`src/rtl/restoring_divider_seq.sv`:
```
// Sequential restoring divider: one quotient bit per cycle, N+1 cycles from start to done.
// Optional macro DIV_ZERO_DETECT_EN short-circuits a zero divisor straight to DONE.

module prefix_sub #(
  parameter int W = 32
) (
  input  logic [W-1:0] a,
  input  logic [W-1:0] b,
  output logic [W-1:0] diff,
  output logic         cout
);
  logic [W-1:0] g, p, gg, pp, gn, pn;

  // NOTE: blocking '=' is correct inside always_comb; each pass reads the previous level.
  always_comb begin
    g  = a & ~b;
    p  = a ^ ~b;
    gg = g;
    pp = p;
    gg[0] = g[0] | p[0];  // folds the +1 carry-in into bit 0
    gn = '0;
    pn = '0;
    for (int s = 1; s < W; s = s * 2) begin
      gn = gg;
      pn = pp;
      for (int i = s; i < W; i++) begin
        gn[i] = gg[i] | (pp[i] & gg[i-s]);
        pn[i] = pp[i] & pp[i-s];
      end
      gg = gn;
      pp = pn;
    end
    diff = p ^ {gg[W-2:0], 1'b1};
    cout = gg[W-1];
  end
endmodule

module restoring_divider_seq #(
  parameter int N = 32
) (
  input  logic         clk,
  input  logic         rst_n,
  input  logic         start,
  input  logic [N-1:0] dividend,
  input  logic [N-1:0] divisor,
  output logic         busy,
  output logic         done,
  output logic [N-1:0] quotient,
  output logic [N-1:0] remainder,
  output logic         div_by_zero
);
  localparam int CW = $clog2(N + 1);
  localparam logic [1:0] IDLE = 2'd0;
  localparam logic [1:0] RUN  = 2'd1;
  localparam logic [1:0] DONE = 2'd2;

  logic [1:0]    state;
  logic [CW-1:0] cnt;
  logic [N-1:0]  r, q, d;
  logic [N-1:0]  r_sh, trial, next_r, next_q;
  logic          msb_out, carry, success;

  assign msb_out = r[N-1];
  assign r_sh    = {r[N-2:0], q[N-1]};

  prefix_sub #(.W(N)) u_sub (
    .a    (r_sh),
    .b    (d),
    .diff (trial),
    .cout (carry)
  );

  // A set shifted-out bit means the true partial remainder is >= 2^N > divisor.
  assign success = carry | msb_out;
  assign next_r  = success ? trial : r_sh;
  assign next_q  = {q[N-2:0], success};

  assign busy = (state != IDLE);
  assign done = (state == DONE);

`ifdef DIV_ZERO_DETECT_EN
  logic dz_q;
  assign div_by_zero = dz_q;
`else
  assign div_by_zero = 1'b0;
`endif

  // NOTE: sequential state uses non-blocking '<=' so all registers update from pre-edge values.
  always_ff @(posedge clk or negedge rst_n) begin
    if (!rst_n) begin
      state     <= IDLE;
      cnt       <= '0;
      r         <= '0;
      q         <= '0;
      d         <= '0;
      quotient  <= '0;
      remainder <= '0;
`ifdef DIV_ZERO_DETECT_EN
      dz_q      <= 1'b0;
`endif
    end else begin
      case (state)
        IDLE: begin
          if (start) begin
            r   <= '0;
            q   <= dividend;
            d   <= divisor;
            cnt <= CW'(N);
`ifdef DIV_ZERO_DETECT_EN
            dz_q <= 1'b0;
            if (divisor == '0) begin
              dz_q      <= 1'b1;
              quotient  <= '1;
              remainder <= dividend;
              state     <= DONE;
            end else begin
              state <= RUN;
            end
`else
            state <= RUN;
`endif
          end
        end
        RUN: begin
          r   <= next_r;
          q   <= next_q;
          cnt <= cnt - CW'(1);
          if (cnt == CW'(1)) begin
            quotient  <= next_q;
            remainder <= next_r;
            state     <= DONE;
          end
        end
        DONE:    state <= IDLE;
        default: state <= IDLE;
      endcase
    end
  end
endmodule

```
`config.mk`:
```
export PLATFORM = sky130hd
export DESIGN_NAME = restoring_divider_seq
export DESIGN_NICKNAME = d
export VERILOG_FILES = /design/src/rtl/restoring_divider_seq.sv
export SDC_FILE = /design/constraint.sdc
export NUM_CORES = 1
export LEC_CHECK = 0
export BUFFER_PORTS_ARGS = -buffer_cell sky130_fd_sc_hd__buf_2
export CORE_MARGIN = 1
export CORE_UTILIZATION = 35
export DETAILED_ROUTE_END_ITERATION = 16
export GPL_ROUTABILITY_DRIVEN = 0
export PLACE_DENSITY = 0.56
export SLEW_MARGIN = 40
export SYNTH_ARGS = -nofsm -noshare
export SYNTH_HDL_FRONTEND = slang
export SYNTH_SLANG_ARGS = --single-unit
export TNS_END_PERCENT = 5
```
`constraint.sdc`:
```
create_clock -name clk -period 3.4 [get_ports clk]
set_input_delay 0.34 -clock clk [delete_from_list [all_inputs] [get_ports clk]]
set_output_delay 0.34 -clock clk [all_outputs]
set_load 0.01 [all_outputs]
```
Word level (Yosys, flattened, before mapping)

Cells that the tools add are included.

Output and inout bits: 67
Input port bits: 67
Bits in registers: 168
Logic and storage cells: 392

Multiplexer cells: 10
Equality and inequality tests: 5
Reductions and logical operators: 7
Bitwise logic cells: 362
Add/sub/neg operators: 1

Operators by type and width:

| cell                                                                   | number |
|---|---|
| 1-bit AND                                                              | 227 |
| 1-bit OR                                                               | 131 |
| 32-bit one-hot mux with 2 select lines                                 | 2 |
| 32-bit 2-to-1 mux                                                      | 3 |
| 32-bit bitwise XOR                                                     | 2 |
| 32-bit AND                                                             | 1 |
| 32-bit NOT                                                             | 1 |
| 6-bit one-hot mux with 2 select lines                                  | 1 |
| 2-bit AND reduction                                                    | 4 |
| 6-bit by 1-bit equality test with 1-bit output (second input constant) | 1 |
| 6-bit 2-to-1 mux                                                       | 1 |
| 6-bit by 1-bit subtractor with 6-bit output (second input constant)    | 1 |
| 2-bit 2-to-1 mux                                                       | 2 |
| 2-bit inequality test (second input constant)                          | 2 |
| 2-bit one-hot mux with 2 select lines                                  | 1 |
| 2-bit nonzero test                                                     | 2 |
| 2-bit by 1-bit equality test with 1-bit output (second input constant) | 1 |
| 2-bit equality test (second input constant)                            | 1 |
| 2-bit logical NOT                                                      | 1 |

Depth between registers and ports, before layout

Gate-level depths: netlist of the first run.

Depth in word-level cells: 16
Mapped depth: 14
Mapped depth without buffers: 12

By module

A second synthesis of the first run with hierarchy kept.

Cells, all modules: 956
Area total of the unflattened synthesis: 9561.7 um^2

By module, submodules not included:

| module                | times used | area an instance (um^2) | cells each | sequential area each (um^2) |
|---|---|---|---|---|
| restoring_divider_seq | 1          | 7531.0                  | 647        | 4204.0 |
| prefix_sub            | 1          | 2030.7                  | 309        | 0.0 |

Worst setup path before layout of the first run

No wires, ideal clock.

Path kind: register -> register
From: reg q[31]
To: reg remainder[25]
Data required time: 3.269 ns
Slack: 0.509 ns
Setup time: 0.131 ns
Path buffers: 2
Cell stages (with the launch flop): 14
Clock period less this slack: 2.891 ns
Arrival time: 2.760 ns
Cells stage by stage: dfrtp_1 -> inv_1 -> ha_1 -> fa_1 -> nor2b_1 -> o31ai_2 -> a2111o_1 -> a211oi_2 -> o21a_2 -> a41o_1 -> buf_6 -> buf_12 -> mux2i_1 -> o21ai_1

Longest elaborated chain between the ends: 14
Elaborated cells on any way between the ends: 20
Those cells by class: mux: 1; bitwise: 19

RTL lines:

| element                                                 | RTL line | text |
|---|---|---|
| start: declaration                                      | 59       | `logic [N-1:0] r, q, d;` |
| start signal: assignment                                | 106      | `q <= dividend;` |
| start signal: assignment                                | 126      | `q <= next_q;` |
| 32-bit AND / 32-bit bitwise XOR (equally long branches) | 16, 17   |  |
| 1-bit OR *                                              | 20       | `gg[0] = g[0] \| p[0];` |
| 1-bit AND                                               | 27       | `gn[i] = gg[i] \| (pp[i] & gg[i-s]);` |
| 1-bit OR                                                | 27       |  |
| 1-bit AND                                               | 27       |  |
| 1-bit OR                                                | 27       |  |
| 1-bit AND                                               | 27       |  |
| 1-bit OR                                                | 27       |  |
| 1-bit AND                                               | 27       |  |
| 1-bit OR                                                | 27       |  |
| 1-bit AND                                               | 27       |  |
| 1-bit OR                                                | 27       |  |
| 1-bit OR                                                | 74       | `assign success = carry \| msb_out;` |
| 32-bit 2-to-1 mux *                                     | 75       | `assign next_r = success ? trial : r_sh;` |
| end signal: assignment                                  | 130      | `remainder <= next_r;` |
| end: declaration                                        | 49       | `output logic [N-1:0] remainder,` |

Mark *: on every way between the ends. The rest lies on a longest branch, timed or not.
A chain may end at the register's enable or synchronous reset.

Final worst setup path of the first run

From: reg q[31]
To: reg r[30]

Longest elaborated chain between the ends: 15
Elaborated cells on any way between the ends: 23
Those cells by class: mux: 2; bitwise: 21

RTL lines:

| element                                                 | RTL line | text |
|---|---|---|
| 32-bit AND / 32-bit bitwise XOR (equally long branches) | 16, 17   |  |
| 1-bit OR *                                              | 20       |  |
| 1-bit AND *                                             | 27       |  |
| 1-bit OR *                                              | 27       |  |
| 1-bit AND                                               | 27       |  |
| 1-bit OR                                                | 27       |  |
| 1-bit AND                                               | 27       |  |
| 1-bit OR                                                | 27       |  |
| 1-bit AND                                               | 27       |  |
| 1-bit OR                                                | 27       |  |
| 1-bit AND                                               | 27       |  |
| 1-bit OR                                                | 27       |  |
| 1-bit OR                                                | 74       |  |
| 32-bit 2-to-1 mux *                                     | 75       |  |
| 32-bit one-hot mux with 2 select lines *                | 102      | `case (state)` |
| end signal: assignment                                  | 125      | `r <= next_r;` |
| end: declaration                                        | 59       |  |

Marks and branches as above.

==> impl_metrics.csv, run 1 <==
group,metric,value,unit
hold_path,min_path_cells,3,
worst_setup_path,worstSetupPathType,"reg2reg",
global_routing,grt_usage,0.1816,
timing,finalCriticalPeriod,3.192,ns
hold_path,hold_path_class,"in2reg",
power,peakVddDrop,0.0003955,V
worst_setup_path,r2r_start,"q[31]",
worst_setup_path,worst_setup_path_start_kind,"register",
yosys,ys_async_sr_fraction,1.000,
die,ioPinCount,134,
timing,max_freq,0.3132,GHz
yosys,synth_nets,1062,
die,fp.dieArea,0.02482,sq mm
hold_path,min_to,"d[4]",
drt,viasPerCell,4.987,
yosys,synth_cell_types,59,
layout,area_growth,19.06,%
worst_setup_path,slowest_delay,0.45,ns
worst_setup_path,crit_chain,"inv_1, ha_1, fa_1, nor2b_2, o31ai_2, a2111o_1, a211oi_2, o21a_2, buf_4, a41oi_2, o31a_1, o21ai_0",
die,initial_core_util,0.3586,
global_routing,grt_pass1_vias,6872,
run,maxCapViolations,0,
timing,fin_crit_sh,0.9390,
placement,dpl.hpwl,15000,um
yosys,yosysSeqAreaShare,0.4965,
layout,fin_util,0.4270,
drt,dr.pass1.iters,5,
yosys,synthTopCellsByArea,"dfrtp_1, nand2_1, o21ai_0, ha_1, a22oi_1",
timing,tightest_slew,0.7782,ns
yosys,synth.cell_area,0.008468,sq mm
hold_path,min_from,"divisor[4]",
power,switchingPower,0.005620,W
cts,cts_buffer_depth,2,
yosys,ys_warn_count,0,
timing,finalHoldViolCount,0,
worst_setup_path,end_kind,"register",
drt,wl,21770,um
power,p_leak,4.798,nW
layout,fill_cells,2407,
yosys,synthCells,960,
timing,rsz0062_at_grt,"false",
cts,h-tree-depth,4,
global_routing,grt_pass1_wl,35360,um
yosys,synth_top_area_cell,"dfrtp_1",
layout,num-nets-final,1180,
yosys,avgSynthCellArea,8.821,sq um
worst_setup_path,crit_fanout,6,
yosys,synth-seq-cells,168,
worst_setup_path,crit_required,3.75,ns
power,p_int,0.006805,W
drt,drc,0,
cts,cts_tree,"built",
power,power_per_cell_area,1232,mW/mm^2
worst_setup_path,slowest_stage,"a2111o_1",
global_routing,antenna_found_initial,1,
cts,clk_latency,0.43,ns
die,core_area,0.02361,sq mm
layout,drive_above_1_share,0.1806,
cts,cts_root_buf,"clkbuf_16",
timing,setup_viol,0,
power,clkPwrFrac,0.158,
cts,path_clk_slew,0.07,ns
run_status,status,"completed",
drt,postRouteAntennaNets,0,
worst_setup_path,ff2ff_path_depth,12,
die,rows,56,
cts,cts_buffers,17,
worst_setup_path,rrSetupSlack,0.21,ns
timing,whs,0.1154,ns
drt,drt-initial-drc-count,426,
yosys,synth_edf_count,0,
worst_setup_path,crit_arrival,3.54,ns
die,die_w,157.5,um
drt,wl_per_cell,15.43,um
timing,slew_headroom,0.4757,
timing,fin_skew,0.01168,ns
global_routing,grt_start_max_net_pins,96,
global_routing,grt_overflow,0,
power,pwr-share-comb,0.559,
cts,cts.sinks,168,
yosys,synth_top_area_share,0.4965,
worst_setup_path,rr_endpoint,"r[30]",
die,chipHeight,157.5,um
power,pwr-share-seq,0.283,
power,switching_share,0.4523,
timing,final_max_slew_viol_count,0,
yosys,synthFlopType,"dfrtp_1",
drt,vias,7036,
placement,port_buffers,132,
timing,tns,0,ns
[layout by cell type (no fill, tap or decap), types with 7 or more instances in the layout]
cell | netlist | final
nand2_1 | 259 | 259
dfrtp_1 | 168 | 168
buf_2 | 3 | 131
o21ai_0 | 100 | 100
nand3_1 | 42 | 42
inv_1 | 40 | 40
a21oi_1 | 37 | 37
ha_1 | 34 | 34
a22oi_1 | 31 | 31
o21ai_1 | 30 | 30
nor2_1 | 23 | 22
clkbuf_16 | 0 | 17
buf_4 | 1 | 16
xnor2_1 | 15 | 15
nor3_1 | 13 | 13
a21o_1 | 10 | 10
o21a_1 | 10 | 10
mux2i_1 | 9 | 9
nand4_1 | 8 | 8
a31oi_1 | 7 | 7
[worst max-delay path: cells and delay by family (launching register included)]
kind / cells / cell delay, ns
AO/OA/AOI/OAI: 7 / 1.77
adder cells (fa/ha/maj): 2 / 0.62
flip-flops: 1 / 0.35
buffers and inverters: 2 / 0.20
AND/OR/NAND/NOR: 1 / 0.18
[worst max-delay path by stage]
stage,to,start,depth (start not counted)
floorplan,remainder[25],q[31],13
global placement,remainder[15],q[31],12
detailed placement,r[29],q[31],12
CTS,remainder[5],q[31],12
global route,r[3],q[31],12
finish,r[30],q[31],12
[flip-flops by register name, indices dropped and copies added (netlist names)]
signal	cells
d	32
r	32
quotient	32
remainder	32
cnt	6
state	2
q	32
[cell usage after synthesis (7+ instances only)]
master and number:
inv_1 40, nand3_1 42, a21o_1 10, ha_1 34
nand2_1 259, nor3_1 13, xnor2_1 15, clkbuf_1 40
o21ai_1 30, o21a_1 10, dfrtp_1 168, mux2i_1 9
a21oi_1 37, o21ai_0 100, nor2_1 23, nand4_1 8
a31oi_1 7, a22oi_1 31
[power by group through the flow]
stage                     Sequential [W]  Combinational [W]  Clock (W)
after detailed placement         0.00355            0.00684          0
after global routing             0.00364            0.00785    0.00208
final                            0.00352            0.00694    0.00196
after global placement           0.00356            0.00674          0
after floorplan                  0.00355            0.00511          0
after CTS                        0.00352            0.00687    0.00201
[cell type report]
cell class                 count  area [sq um]  share of cell area
antenna                        1         2.502           0.0002482
tap                          319         399.1             0.03959
clock inverter                15         161.4             0.01601
timing repair buffer         153         850.8             0.08439
sequential                   168          4204              0.4170
multi-input combinational    697          3884              0.3852
clock buffer                  17         425.4             0.04219
inverter                      41         155.1             0.01539
[layer usage]
layer | routed length [um] | global-route usage | share of wire
met1 | 10630 | 0.2455 | 0.49
met3 | 1216 | 0.04791 | 0.056
met4 | 208 | 0.04577 | 0.0096
met5 | 0 | 0 | 0
met2 | 9719 | 0.2874 | 0.45
[per-stage QoR]
| stage | instance area [sq um] | worst slack [ns] | cells | power (W) |
|---|---|---|---|---|
| detailed placement | 9434 | 0.1379 | 1373 | 0.01038 |
| global placement | 9429 | 0.2544 | 1373 | 0.01030 |
| CTS | 10030 | 0.1107 | 1406 | 0.01240 |
| global route | 10080 | 0.001092 | 1410 | 0.01358 |
| floorplan | 8468 | 0.5089 | 960 | 0.008656 |
| finish | 10080 | 0.2075 | 1411 | 0.01242 |
[timing repair]
| action | in CTS | in global routing |
|---|---|---|
| setup buffers | 0 | 3 |
| endpoints found under the hold margin | 67 | 0 |
| gates resized for setup | 0 | 3 |
| endpoints found under the setup margin | 0 | 53 |
| hold buffers | 1 | 0 |
[cell families (layout without fill, tap and decap cells)]
kind of cell	count (synthesis)	after routing	share of synthesized area
XOR/XNOR	21	21	0.02172
AO/OA/AOI/OAI	256	257	0.1834
flip-flops	168	168	0.4965
multiplexers	9	9	0.01064
other	1	2	0.0004428
AND/OR/NAND/NOR	374	374	0.1859
buffers and inverters	96	226	0.04890
adder cells (fa/ha/maj)	35	35	0.05260
(Power assumes the default switching activity.)
==> run 2: changes to the inputs <==
- clock period: 3.4 -> 3.6 ns (I/O delays scaled with it)
==> impl_metrics.csv, run 2 (synthesis gave the netlist of run 1 again) <==
group,metric,value,unit
run_status,status,"completed",
placement,dpl.hpwl,14790,um
timing,whs,0.1212,ns
cts,cts_tree,"built",
drt,wl_per_cell,15.32,um
worst_setup_path,slowest_delay,0.46,ns
die,die_w,157.5,um
cts,post_cts_resize_count,0,
cts,cts_root_buf,"clkbuf_16",
hold_path,hold_path_class,"in2reg",
layout,drive_above_1_share,0.1757,
drt,vias,6937,
layout,mostFrequentLayoutCells,"nand2_1, dfrtp_1, buf_2",
worst_setup_path,worstSetupPathType,"reg2reg",
drt,drc,0,
power,switching_share,0.4530,
drt,drt-initial-drc-count,305,
worst_setup_path,slowest_stage,"a2111o_1",
global_routing,grt_usage,0.1851,
power,clkPwrFrac,0.157,
global_routing,grt_start_max_net_pins,88,
layout,fin_util,0.4249,
timing,tns,0,ns
power,peakVddDrop,0.0003586,V
timing,finalHoldViolCount,0,
global_routing,antenna_found_initial,0,
drt,viasPerCell,4.934,
worst_setup_path,critPathBufInv,2,
timing,final_max_slew_viol_count,0,
layout,final_common_cell,"nand2_1",
placement,port_buffers,132,
drt,postRouteAntennaNets,0,
power,p_leak,4.772,nW
cts,path_clk_slew,0.07,ns
timing,fin_crit_sh,0.9233,
global_routing,grt_pass1_vias,6931,
power,pwr-share-seq,0.287,
drt,dr.pass1.iters,5,
die,core_area,0.02361,sq mm
cts,h-tree-depth,4,
worst_setup_path,worst_setup_path_start_kind,"register",
global_routing,grt_pass1_wl,35930,um
power,pwr-share-comb,0.556,
die,chipHeight,157.5,um
die,ioPinCount,134,
cts,cts_buffer_depth,2,
die,fp.dieArea,0.02482,sq mm
power,power_per_cell_area,1155,mW/mm^2
worst_setup_path,crit_required,3.88,ns
layout,antenna_cells,0,
cts,clk_latency,0.44,ns
worst_setup_path,crit_chain,"inv_1, ha_1, fa_1, nor2b_1, o31ai_2, a2111o_1, a211oi_2, o21a_2, a41oi_4, buf_4, a21oi_1, o21ai_0",
power,p_int,0.006336,W
worst_setup_path,end_kind,"register",
cts,cts_buffers,17,
timing,slew_headroom,0.5362,
worst_setup_path,crit_fanout,14,
die,rows,56,
timing,setup_viol,0,
worst_setup_path,crit_arrival,3.61,ns
run,maxCapViolations,0,
timing,finalCriticalPeriod,3.324,ns
drt,wl,21540,um
power,switchingPower,0.005248,W
die,initial_core_util,0.3586,
cts,cts.sinks,168,
timing,fin_skew,0.01674,ns
layout,area_growth,18.48,%
layout,num-nets-final,1176,
timing,max_freq,0.3009,GHz
timing,tightest_slew,0.6958,ns
timing,rsz0062_at_grt,"false",
worst_setup_path,path_delay_family,"compound AO/OA/AOI/OAI gates",
global_routing,grt_overflow,0,
run 2: final timing paths:
check                      slack, ns  depth (start not counted)             to          from
max                             0.28                         12   remainder[4]         q[31]
min                             0.12                          3          d[25]   divisor[25]
max reg2reg                     0.28                         12   remainder[4]         q[31]
min reg2reg                     0.47                          2   quotient[12]  quotient[12]
max in group asynchronous       2.32                          3    quotient[6]         rst_n
min in group asynchronous       0.55                          2  remainder[31]         rst_n
run 2: worst register-to-register path: stages (launching register included):
cell and delay (ns):
dfrtp_1 0.35, inv_1 0.06, ha_1 0.22, fa_1 0.39, nor2b_1 0.23, o31ai_2 0.11, a2111o_1 0.46, a211oi_2 0.27
o21a_2 0.22, a41oi_4 0.28, buf_4 0.24, a21oi_1 0.23, o21ai_0 0.13
run 2: metal layers:
metal  up-vias  routed length, um  GRT usage
li1       3510                  -          -
met4         0                200    0.04669
met5         -                  0          0
met3        18               1201    0.05286
met1      3257              10380     0.2458
met2       152               9765     0.2950
run 2: area by class of cell:
type,instances,area (sq um)
repair buffers,150,833.3
clock inverters,15,152.6
multi-input cells,696,3865
well taps,319,399.1
flip-flops and latches,168,4204
inverters,41,153.9
fillers,2443,13580
clock buffers,17,425.4
run 2: power groups by stage:
stage	clock network (W)	registers, W	logic (W)
final	0.00182	0.00332	0.00644
after global routing	0.00194	0.00345	0.00735
after CTS	0.00187	0.00333	0.00643
after detailed placement	0	0.00335	0.00640
after global placement	0	0.00335	0.00634
after floorplan	0	0.00335	0.00483
run 2: metrics by stage:
step	total power [W]	cells	setup WS, ns	instance area, sq um
after floorplan	0.008175	960	0.7089	8468
after global placement	0.009693	1369	0.3497	9412
after detailed placement	0.009747	1369	0.2873	9415
after CTS	0.01163	1402	0.2660	10000
after global routing	0.01275	1406	0.01721	10030
final	0.01158	1406	0.2762	10030
run 2: timing repair:
action / in CTS / in global routing
buffers inserted: 0 / 4
setup endpoints to repair: 0 / 4
endpoints found under the hold margin: 84 / 0
hold buffers: 1 / 0
